==> src/rtl/pipe_hazard_ctrl.sv <==
// Pipeline hazard controller: tracks post-decode stage metadata and issues
// stall/bubble/flush plus ID-stage and EX-aligned forwarding selects.
module pipe_hazard_ctrl #(
   parameter int unsigned REG_AW      = 4,
   parameter int unsigned NUM_STAGES  = 3,
   parameter int unsigned LOAD_LAT    = 2,
   parameter bit          ZERO_REG_EN = 1'b1,
   parameter int unsigned STALL_CNT_W = 16,
   localparam int unsigned FSEL_W     = $clog2(NUM_STAGES + 1)
) (
   input  logic                   clk,
   input  logic                   pc_reset_n,
   input  logic                   id_valid,
   input  logic [REG_AW-1:0]      id_rs,
   input  logic [REG_AW-1:0]      id_rt,
   input  logic                   id_uses_rs,
   input  logic                   id_uses_rt,
   input  logic                   id_early,
   input  logic [REG_AW-1:0]      id_rd,
   input  logic                   id_reg_write,
   input  logic                   id_mem_read,
   input  logic                   branch_taken,
   output logic                   stall,
   output logic                   bubble,
   output logic                   if_id_nop,
   output logic [FSEL_W-1:0]      id_fwd_a,
   output logic [FSEL_W-1:0]      id_fwd_b,
   output logic [FSEL_W-1:0]      ex_fwd_a,
   output logic [FSEL_W-1:0]      ex_fwd_b,
   output logic [STALL_CNT_W-1:0] stall_count
);

   // Stage tracker, index 0 = EX, NUM_STAGES-1 = WB
   logic [NUM_STAGES-1:0]             vld_q, vld_d;
   logic [NUM_STAGES-1:0]             wr_q, wr_d;
   logic [NUM_STAGES-1:0]             ld_q, ld_d;
   logic [NUM_STAGES-1:0][REG_AW-1:0] rd_q, rd_d;

   logic [FSEL_W-1:0]      ex_fwd_a_q, ex_fwd_a_d;
   logic [FSEL_W-1:0]      ex_fwd_b_q, ex_fwd_b_d;
   logic [STALL_CNT_W-1:0] stall_count_q, stall_count_d;

   // Operand 0 = rs (A), operand 1 = rt (B)
   logic [1:0][REG_AW-1:0] op;
   logic [1:0]             op_use;
   logic [1:0]             op_hit;
   logic [1:0]             op_ld;
   logic [1:0]             op_stall;
   int unsigned            op_dist [2];
   logic [1:0][FSEL_W-1:0] op_id_fwd;
   logic [1:0][FSEL_W-1:0] op_ex_sel;

   assign op     = {id_rt, id_rs};
   assign op_use = {id_uses_rt, id_uses_rs};

   // Find the youngest in-flight producer of each operand
   always_comb begin
      op_hit = '0;
      op_ld  = '0;
      for (int o = 0; o < 2; o++) begin
         op_dist[o] = 0;
         for (int unsigned j = 0; j < NUM_STAGES; j++) begin
            if (!op_hit[o] && vld_q[j] && wr_q[j] && op_use[o] && (rd_q[j] == op[o]) &&
                !(ZERO_REG_EN && (op[o] == '0))) begin
               op_hit[o]  = 1'b1;
               op_ld[o]   = ld_q[j];
               op_dist[o] = j;
            end
         end
      end
   end

   // Readiness per operand and the resulting forwarding selects
   always_comb begin
      op_stall  = '0;
      op_id_fwd = '0;
      op_ex_sel = '0;
      for (int o = 0; o < 2; o++) begin
         if (op_hit[o]) begin
            if (id_early) begin
               op_stall[o] = op_ld[o] && (op_dist[o] < LOAD_LAT);
               if (!op_stall[o]) begin
                  op_id_fwd[o] = FSEL_W'(op_dist[o] + 1);
               end
            end else begin
               op_stall[o] = op_ld[o] && (op_dist[o] + 1 < LOAD_LAT);
               // Producer leaving the pipe is picked up by the write-first regfile
               if (op_dist[o] + 1 <= NUM_STAGES - 1) begin
                  op_ex_sel[o] = FSEL_W'(op_dist[o] + 1);
               end
            end
         end
      end
   end

   // Control outputs; stall overrides a taken branch, which re-resolves later
   always_comb begin
      stall       = id_valid & (|op_stall);
      bubble      = stall;
      if_id_nop   = branch_taken & ~stall;
      id_fwd_a    = op_id_fwd[0];
      id_fwd_b    = op_id_fwd[1];
      ex_fwd_a    = ex_fwd_a_q;
      ex_fwd_b    = ex_fwd_b_q;
      stall_count = stall_count_q;
   end

   // Next state: shift tracker, insert ID or a bubble, latch EX selects, count stalls
   always_comb begin
      vld_d = {vld_q[NUM_STAGES-2:0], id_valid & ~stall};
      wr_d  = {wr_q[NUM_STAGES-2:0], id_reg_write};
      ld_d  = {ld_q[NUM_STAGES-2:0], id_mem_read};
      rd_d  = {rd_q[NUM_STAGES-2:0], id_rd};

      ex_fwd_a_d = '0;
      ex_fwd_b_d = '0;
      if (~stall & id_valid & ~id_early) begin
         ex_fwd_a_d = op_ex_sel[0];
         ex_fwd_b_d = op_ex_sel[1];
      end

      stall_count_d = stall_count_q;
      if (stall && (stall_count_q != '1)) begin
         stall_count_d = stall_count_q + STALL_CNT_W'(1);
      end
   end

   // State registers with asynchronous clear
   always_ff @(posedge clk or negedge pc_reset_n) begin
      if (!pc_reset_n) begin
         vld_q         <= '0;
         wr_q          <= '0;
         ld_q          <= '0;
         rd_q          <= '0;
         ex_fwd_a_q    <= '0;
         ex_fwd_b_q    <= '0;
         stall_count_q <= '0;
      end else begin
         vld_q         <= vld_d;
         wr_q          <= wr_d;
         ld_q          <= ld_d;
         rd_q          <= rd_d;
         ex_fwd_a_q    <= ex_fwd_a_d;
         ex_fwd_b_q    <= ex_fwd_b_d;
         stall_count_q <= stall_count_d;
      end
   end

endmodule

==> config.mk <==
export PLATFORM = sky130hd
export DESIGN_NAME = pipe_hazard_ctrl
export DESIGN_NICKNAME = d
export VERILOG_FILES = /design/src/rtl/pipe_hazard_ctrl.sv
export SDC_FILE = /design/constraint.sdc
export NUM_CORES = 1
export LEC_CHECK = 0
export BUFFER_PORTS_ARGS = -buffer_cell sky130_fd_sc_hd__clkbuf_2
export CAP_MARGIN = 10
export CORE_ASPECT_RATIO = 1.25
export CORE_MARGIN = 2
export CORE_UTILIZATION = 52
export DETAILED_ROUTE_END_ITERATION = 7
export HOLD_SLACK_MARGIN = 0.05
export PLACE_DENSITY_LB_ADDON = 0.08
export SYNTH_ARGS = -nofsm -noshare
export SYNTH_HDL_FRONTEND = slang
export SYNTH_SLANG_ARGS = --single-unit
export TNS_END_PERCENT = 10
==> constraint.sdc <==
create_clock -name clk -period 2.38 [get_ports clk]
set_input_delay 0.238 -clock clk [delete_from_list [all_inputs] [get_ports clk]]
set_output_delay 0.238 -clock clk [all_outputs]
set_load 0.03 [all_outputs]
---- After elaboration in Yosys (flattened, before gate mapping) ----
Cells that the tools add are included.
storage, ports and cells
  register bits ........................... 41
  output and inout port bits .............. 27
  word-level logic and storage cells ...... 106
cells by class
  $add $sub $neg .......................... 3
  magnitude comparators ................... 6
  equality and inequality tests ........... 7
  mux-type cells .......................... 34
  bitwise operators ....................... 6
  reduce and logical (&&, ||, !) cells .... 41
operators by type and width
  kind                     number
  $lt A32 B2 Y1 const B    3
  $le A32 B2 Y1 const B    2
  $add A32 B1 Y32 const B  1
  $logic_and A1 B1 Y1      32
  $mux W32                 1
  $mux W2                  15
  $eq A4 B4 Y1             6
  $mux W1                  18
  $add A16 B1 Y16 const B  1
  $ne A16 B16 Y1 const B   1
  $logic_not A4 Y1         2
  $logic_not A1 Y1         6
  $and A1 B1 Y1            4
  $add A2 B1 Y3 const B    1
  $lt A2 B2 Y1 const B     1
  $not A1 Y1               2
  $reduce_or A2 Y1         1

---- Depth between registers and ports, before layout ----
  depth in word-level cells ............... 30
  gate-level depth with buffers ........... 8
  gate-level depth less buffers ........... 8

---- Worst setup path before layout ----
No wires, ideal clock.
  kind .................................... flip-flop to output port
  start point ............................. register rd_q (netlist bit rd_d[7])
  end point ............................... output if_id_nop
  arrival time ............................ 2.201 ns
  required time ........................... 2.142 ns
  path slack .............................. -0.059 ns
  stages on the path, launching flop included .. 8
  path through ............................ dfrtp_1 > xnor2_1 > nand3_1 > or4b_4 > nand2_2 > a2bb2oi_4 > nor2b_1 > nor2b_1
between the ends
  longest elaborated chain between the ends .. 27
RTL lines
  what                               RTL line  text
  start: declaration                 37        logic [NUM_STAGES-1:0][REG_AW-1:0] rd_q, rd_d;
  start signal: assignment           142       rd_q <= rd_d;
  $eq A4 B4 Y1                       63        if (!op_hit[o] && vld_q[j] && wr_q[j] && op_use[o] && (rd_q[j] == op[o]) &&
  $logic_and A1 B1 Y1 (2 in series)  63
  $mux W1                            63
  $logic_not A1 Y1                   63
  $logic_and A1 B1 Y1 (5 in series)  63
  $mux W1                            63
  $logic_not A1 Y1                   63
  $logic_and A1 B1 Y1 (5 in series)  63
  [... 3 more ...]                   --
  $logic_and A1 B1 Y1                86        op_stall[o] = op_ld[o] && (op_dist[o] + 1 < LOAD_LAT);
  $mux W1                            80        if (id_early) begin
  $mux W1                            79        if (op_hit[o]) begin
  $reduce_or A2 Y1 *                 98        stall = id_valid & (|op_stall);
  $and A1 B1 Y1 *                    98
  named net bubble                   24        output logic bubble,
  $not A1 Y1 *                       100       if_id_nop = branch_taken & ~stall;
  $and A1 B1 Y1 *                    100
  end: declaration                   25        output logic if_id_nop,
The timed path passes the listed nets; every way through them passes the cells marked *.

---- Worst setup path after layout ----
  start point ............................. register rd_q (netlist bit rd_d[7])
  end point ............................... output if_id_nop
between the ends
  longest elaborated chain between the ends .. 27
RTL lines
  what                               RTL line
  $eq A4 B4 Y1                       63
  $logic_and A1 B1 Y1 (2 in series)  63
  $mux W1                            63
  $logic_not A1 Y1                   63
  $logic_and A1 B1 Y1 (5 in series)  63
  $mux W1                            63
  $logic_not A1 Y1                   63
  $logic_and A1 B1 Y1 (5 in series)  63
  [... 2 more ...]                   --
  $lt A32 B2 Y1                      86
  $logic_and A1 B1 Y1                86
  $mux W1                            80
  $mux W1                            79
  $reduce_or A2 Y1 *                 98
  $and A1 B1 Y1 *                    98
  $not A1 Y1 *                       100
  $and A1 B1 Y1 *                    100
Every way passes the cells marked *; elsewhere a longest branch is shown, timed or not.

==> parameters.txt <==
Parameter                              Value

Critical path
  Worst Path Required    2140 ps
  Setup CP Type    reg2out
  Ordered cell list for the critical path    xnor2_2, nand3_1, or3_1, a22oi_2, a2bb2oi_4, nor2b_2, nor2b_1, buf_4
  Type of origin of the critical path    flop
  Critical Path Source    rd_d[7]
  CP Max Fanout    3
  CP max stage delay    440 ps
  Crit Reg-Reg Startpoint    rd_d[7]
  Depth of the worst register-to-register path    9
  Slowest-stage cell, CP    sky130_fd_sc_hd__dfrtp_1
  RR Endpoint    stall_count[8]
  CP top delay family    simple AND/OR/NAND/NOR gates
  Number of buffer and inverter instances along the worst setup path    1
  Capturing element type of the critical path    output port
  Worst setup slack for register-to-register paths    30 ps
  Arrival time at the worst endpoint    2130 ps

Global routing
  Global Route Usage Sum    21.53%
  Via count of the first global-routing pass    1,552
  Wire length of the first global-routing pass    6858 microns
  Total global routing overflow    0
  Initial antenna violation count    0
  Largest net degree at the start of global routing    41

Layout
  Number of nets in the layout    246
  # diodes    0
  Area growth from synthesis to layout    26.93%
  Post-Layout Inst Area    2471 sq um
  Fraction of layout cells with a size suffix above 1    36.44%

Timing
  Unrepaired setup endpoints after global routing    true
  Final total negative setup slack    0 ps
  Final setup violation count    0
  Final number of hold-violating endpoints    0
  Max-slew violations    0
  Least-Margin Pin Slew    969.6 ps
  Period utilisation layout    99.52%
  Headroom to the max-slew limit    35.36%
  Highest attainable clock frequency    422.2 MHz
  Fin Clk Skew    12.21 ps
  Min Clock Period, post-route    2369 ps

CTS
  Worst-skew pair later-pin latency    290 ps
  Number of clock buffers inserted by TritonCTS    5
  Maximum clock path buffer count    2
  Root buffer selected by CTS    sky130_fd_sc_hd__clkbuf_8
  TritonCTS Sinks    40
  Worst-path clk slew    70 ps
  Deepest level of the CTS H-tree    2
  CTS tree    built

Detailed routing
  Initial drt markers    63
  Vias per Instance    5.682
  DRC violations left    3
  Detailed Routing Iterations Pass 1    6
  DR WL/cell    16.12 microns
  Sum of routed wire length over all layers    4255 microns
  Post-DRT Antenna Nets    0
  Total number of vias    1,500

Yosys
  Arithmetic-cell share of the synthesized area counting full adders, half adders and majority gates    0.6427%
  Number of synthesis warnings    0
  Share of flip-flops with an asynchronous set or reset after synthesis    100.0%
  Dominant combinational cell family by area after synthesis    simple AND/OR/NAND/NOR gates
  Gate count of the mapped netlist    166
  Synth Register Bits    40
  Post-synthesis area per instance    11.73 sq um
  Synth Flop Type    sky130_fd_sc_hd__dfrtp_1
  EDFF count, synth    0
  Ranking of synthesized cells by area    sky130_fd_sc_hd__dfrtp_1, sky130_fd_sc_hd__xor2_1, sky130_fd_sc_hd__xnor2_1, sky130_fd_sc_hd__nand3_1, sky130_fd_sc_hd__and3_1
  Share of the yosys chip area belonging to registers    51.41%
  Fraction of synthesized cell area taken by the top area cell type    51.41%
  Synthesized-area fraction occupied by ao, oa, aoi and oai cells    3.920%
  Multiplexer area fraction after synthesis    2.763%
  Summed instance area of the synthesized netlist    1947 sq um
  Total nets after synthesis    188
  Leading area contributor after synthesis    sky130_fd_sc_hd__dfrtp_1
  Post-synthesis cell type count    32
  Xor and xnor fraction of the mapped netlist area    16.65%
  Simple-gate share of the synthesized area    23.46%

Floorplan
  Overall die area    4253 sq um
  DIE WIDTH    58.73 microns
  Core ar.    3543 sq um
  Row Count    24
  Die extent in y    72.41 microns
  Starting utilization of the core area    54.94%
  Number of ports placed on the die boundary    48

Job
  Max-cap violation count    0

Pwr
  Switch share    24.76%
  Lkg Pwr    0.001210 uW
  Max VDD drop    0.0003402 V
  Clock power share    38.2%
  Sw power    355.2 uW
  Part of the power in registers    51.1%
  Combinational Power Share    10.7%
  Cell internal power dissipation    1079 uW
  Power per unit of standard cell area    580.6 nW/um^2

Min path
  Origin of the worst min-delay path    id_rd[3]
  Hold Crit Endpoint    rd_d[7]
  Worst hold stages    1
  Classification of the worst-slack hold path    in2reg

Placed design
  IO Port Bufs    47
  Area post-placement    2226 sq um
  Routability cong.    0.8746
  HPWL after DPL    3136 microns

Status
  Run status    finished with violations
  Violations in the final reports    DRC
## power groups by stage
stage	clock (uW)	sequential, uW	combinational [uW]
after floorplan	0	757	68.4
after global placement	0	744	140
after detailed placement	0	747	144
after CTS	564	733	153
after global routing	583	737	168
final	548	734	153
## cell families (layout without fill, tap and decap cells)
family | Yosys count | count (layout)
muxes | 5 | 5
and+or+nand+nor | 73 | 73
DFF | 40 | 40
xor gates and xnor gates | 37 | 37
AOI/OAI and AO/OA | 7 | 7
buffers and inverters | 3 | 62
adders and majority gates | 1 | 1
## how the worst max path moves through the flow
stage	end	slack [ps]	depth (start not counted)
after floorplan	if_id_nop	60	7
after global placement	stall_count[9]	180	8
after detailed placement	stall_count[8]	80	8
after CTS	if_id_nop	-50	8
after global routing	if_id_nop	-120	8
final	if_id_nop	10	8
## through the flow
| step | power [uW] | instances | setup WS, ps | utilization (%) | hold slack, ps |
|---|---|---|---|---|---|
| floorplan | 825.0 | 166 | 64.61 | - | -57.59 |
| global placement | 884.5 | 251 | 179.8 | 62.82 | 346.3 |
| detailed placement | 890.9 | 251 | 79.17 | 62.82 | 348.0 |
| CTS | 1451 | 264 | -53.81 | 68.33 | 52.29 |
| global route | 1488 | 264 | -124.2 | 69.74 | 54.40 |
| finish | 1435 | 264 | 11.47 | 69.74 | 62.67 |
## metal layers
metal	vias up	part of all wire [%]	track usage, %
li1	701	-	-
met1	736	37	21.75
met2	52	56	41.36
met3	11	4.3	4.456
met4	0	2.3	8.838
met5	-	0	0
## repair_timing
| action | CTS | global route |
|---|---|---|
| hold buffers | 4 | 0 |
| pin swaps | 5 | 6 |
| setup endpoints to repair | 4 | 19 |
| buffers inserted | 1 | 0 |
| resized for setup | 8 | 13 |
| endpoints found under the hold margin | 4 | 0 |
## cells in the mapped netlist, types with 2 or more instances
cell	count
sky130_fd_sc_hd__mux2_2	2
sky130_fd_sc_hd__and3_1	8
sky130_fd_sc_hd__nand2_1	8
sky130_fd_sc_hd__nor3_1	5
sky130_fd_sc_hd__o21ai_0	2
sky130_fd_sc_hd__and2_1	3
sky130_fd_sc_hd__dfrtp_1	40
sky130_fd_sc_hd__xor2_1	25
sky130_fd_sc_hd__nor2b_1	2
sky130_fd_sc_hd__nor4_1	5
sky130_fd_sc_hd__xnor2_1	12
sky130_fd_sc_hd__nand4_1	6
sky130_fd_sc_hd__o41a_1	2
sky130_fd_sc_hd__nor3b_2	4
sky130_fd_sc_hd__or3_1	2
sky130_fd_sc_hd__nor2_1	9
sky130_fd_sc_hd__mux2i_1	2
sky130_fd_sc_hd__nand3_1	14
sky130_fd_sc_hd__or4b_4	2
## placed cells by master (no fill, tap or decap), drive strengths merged
master,synthesis,final
a22oi,1,1
a2bb2oi,1,1
and2,3,3
and3,8,8
buf,3,5
bufinv,0,1
clkbuf,0,50
clkinv,0,1
clkinvlp,0,1
dfrtp,40,40
dlygate4sd3,0,4
ha,1,1
mux2,3,3
mux2i,2,2
nand2,9,9
nand2b,1,1
nand3,14,14
nand3b,1,1
nand4,6,6
nor2,9,9
nor2b,2,2
nor3,6,6
nor3b,4,4
nor4,5,5
nor4b,1,1
o21ai,3,3
o41a,2,2
or3,2,2
or4b,2,2
xnor2,12,12
xor2,25,25
## worst reg2reg max path: stages, from the launching register on
cell                        delay (ps)
sky130_fd_sc_hd__dfrtp_1           440
sky130_fd_sc_hd__xnor2_1           170
sky130_fd_sc_hd__nand3_1           120
sky130_fd_sc_hd__or4b_4            580
sky130_fd_sc_hd__nand2_4           100
sky130_fd_sc_hd__a2bb2oi_4          60
sky130_fd_sc_hd__buf_4             160
sky130_fd_sc_hd__buf_6             160
sky130_fd_sc_hd__nor4_2            340
sky130_fd_sc_hd__xor2_1            170
## area by class of cell
cell class | count | area, sq um
Clock buffer | 5 | 68.82
Fill cell | 289 | 1072
Multi-Input combinational cell | 123 | 996.0
Tap cell | 39 | 48.80
Clock inverter | 3 | 42.54
Sequential cell | 40 | 1001
Timing Repair Buffer | 54 | 314.1
## registers in the layout, indices dropped and copies added, names as in the netlist
name,flops
stall_count,16
rd_d,8
rd_q,4
vld_q,3
wr_q,3
ex_fwd_a,2
ex_fwd_b,2
ld_q,2
Power figures use the tool's default switching activity.
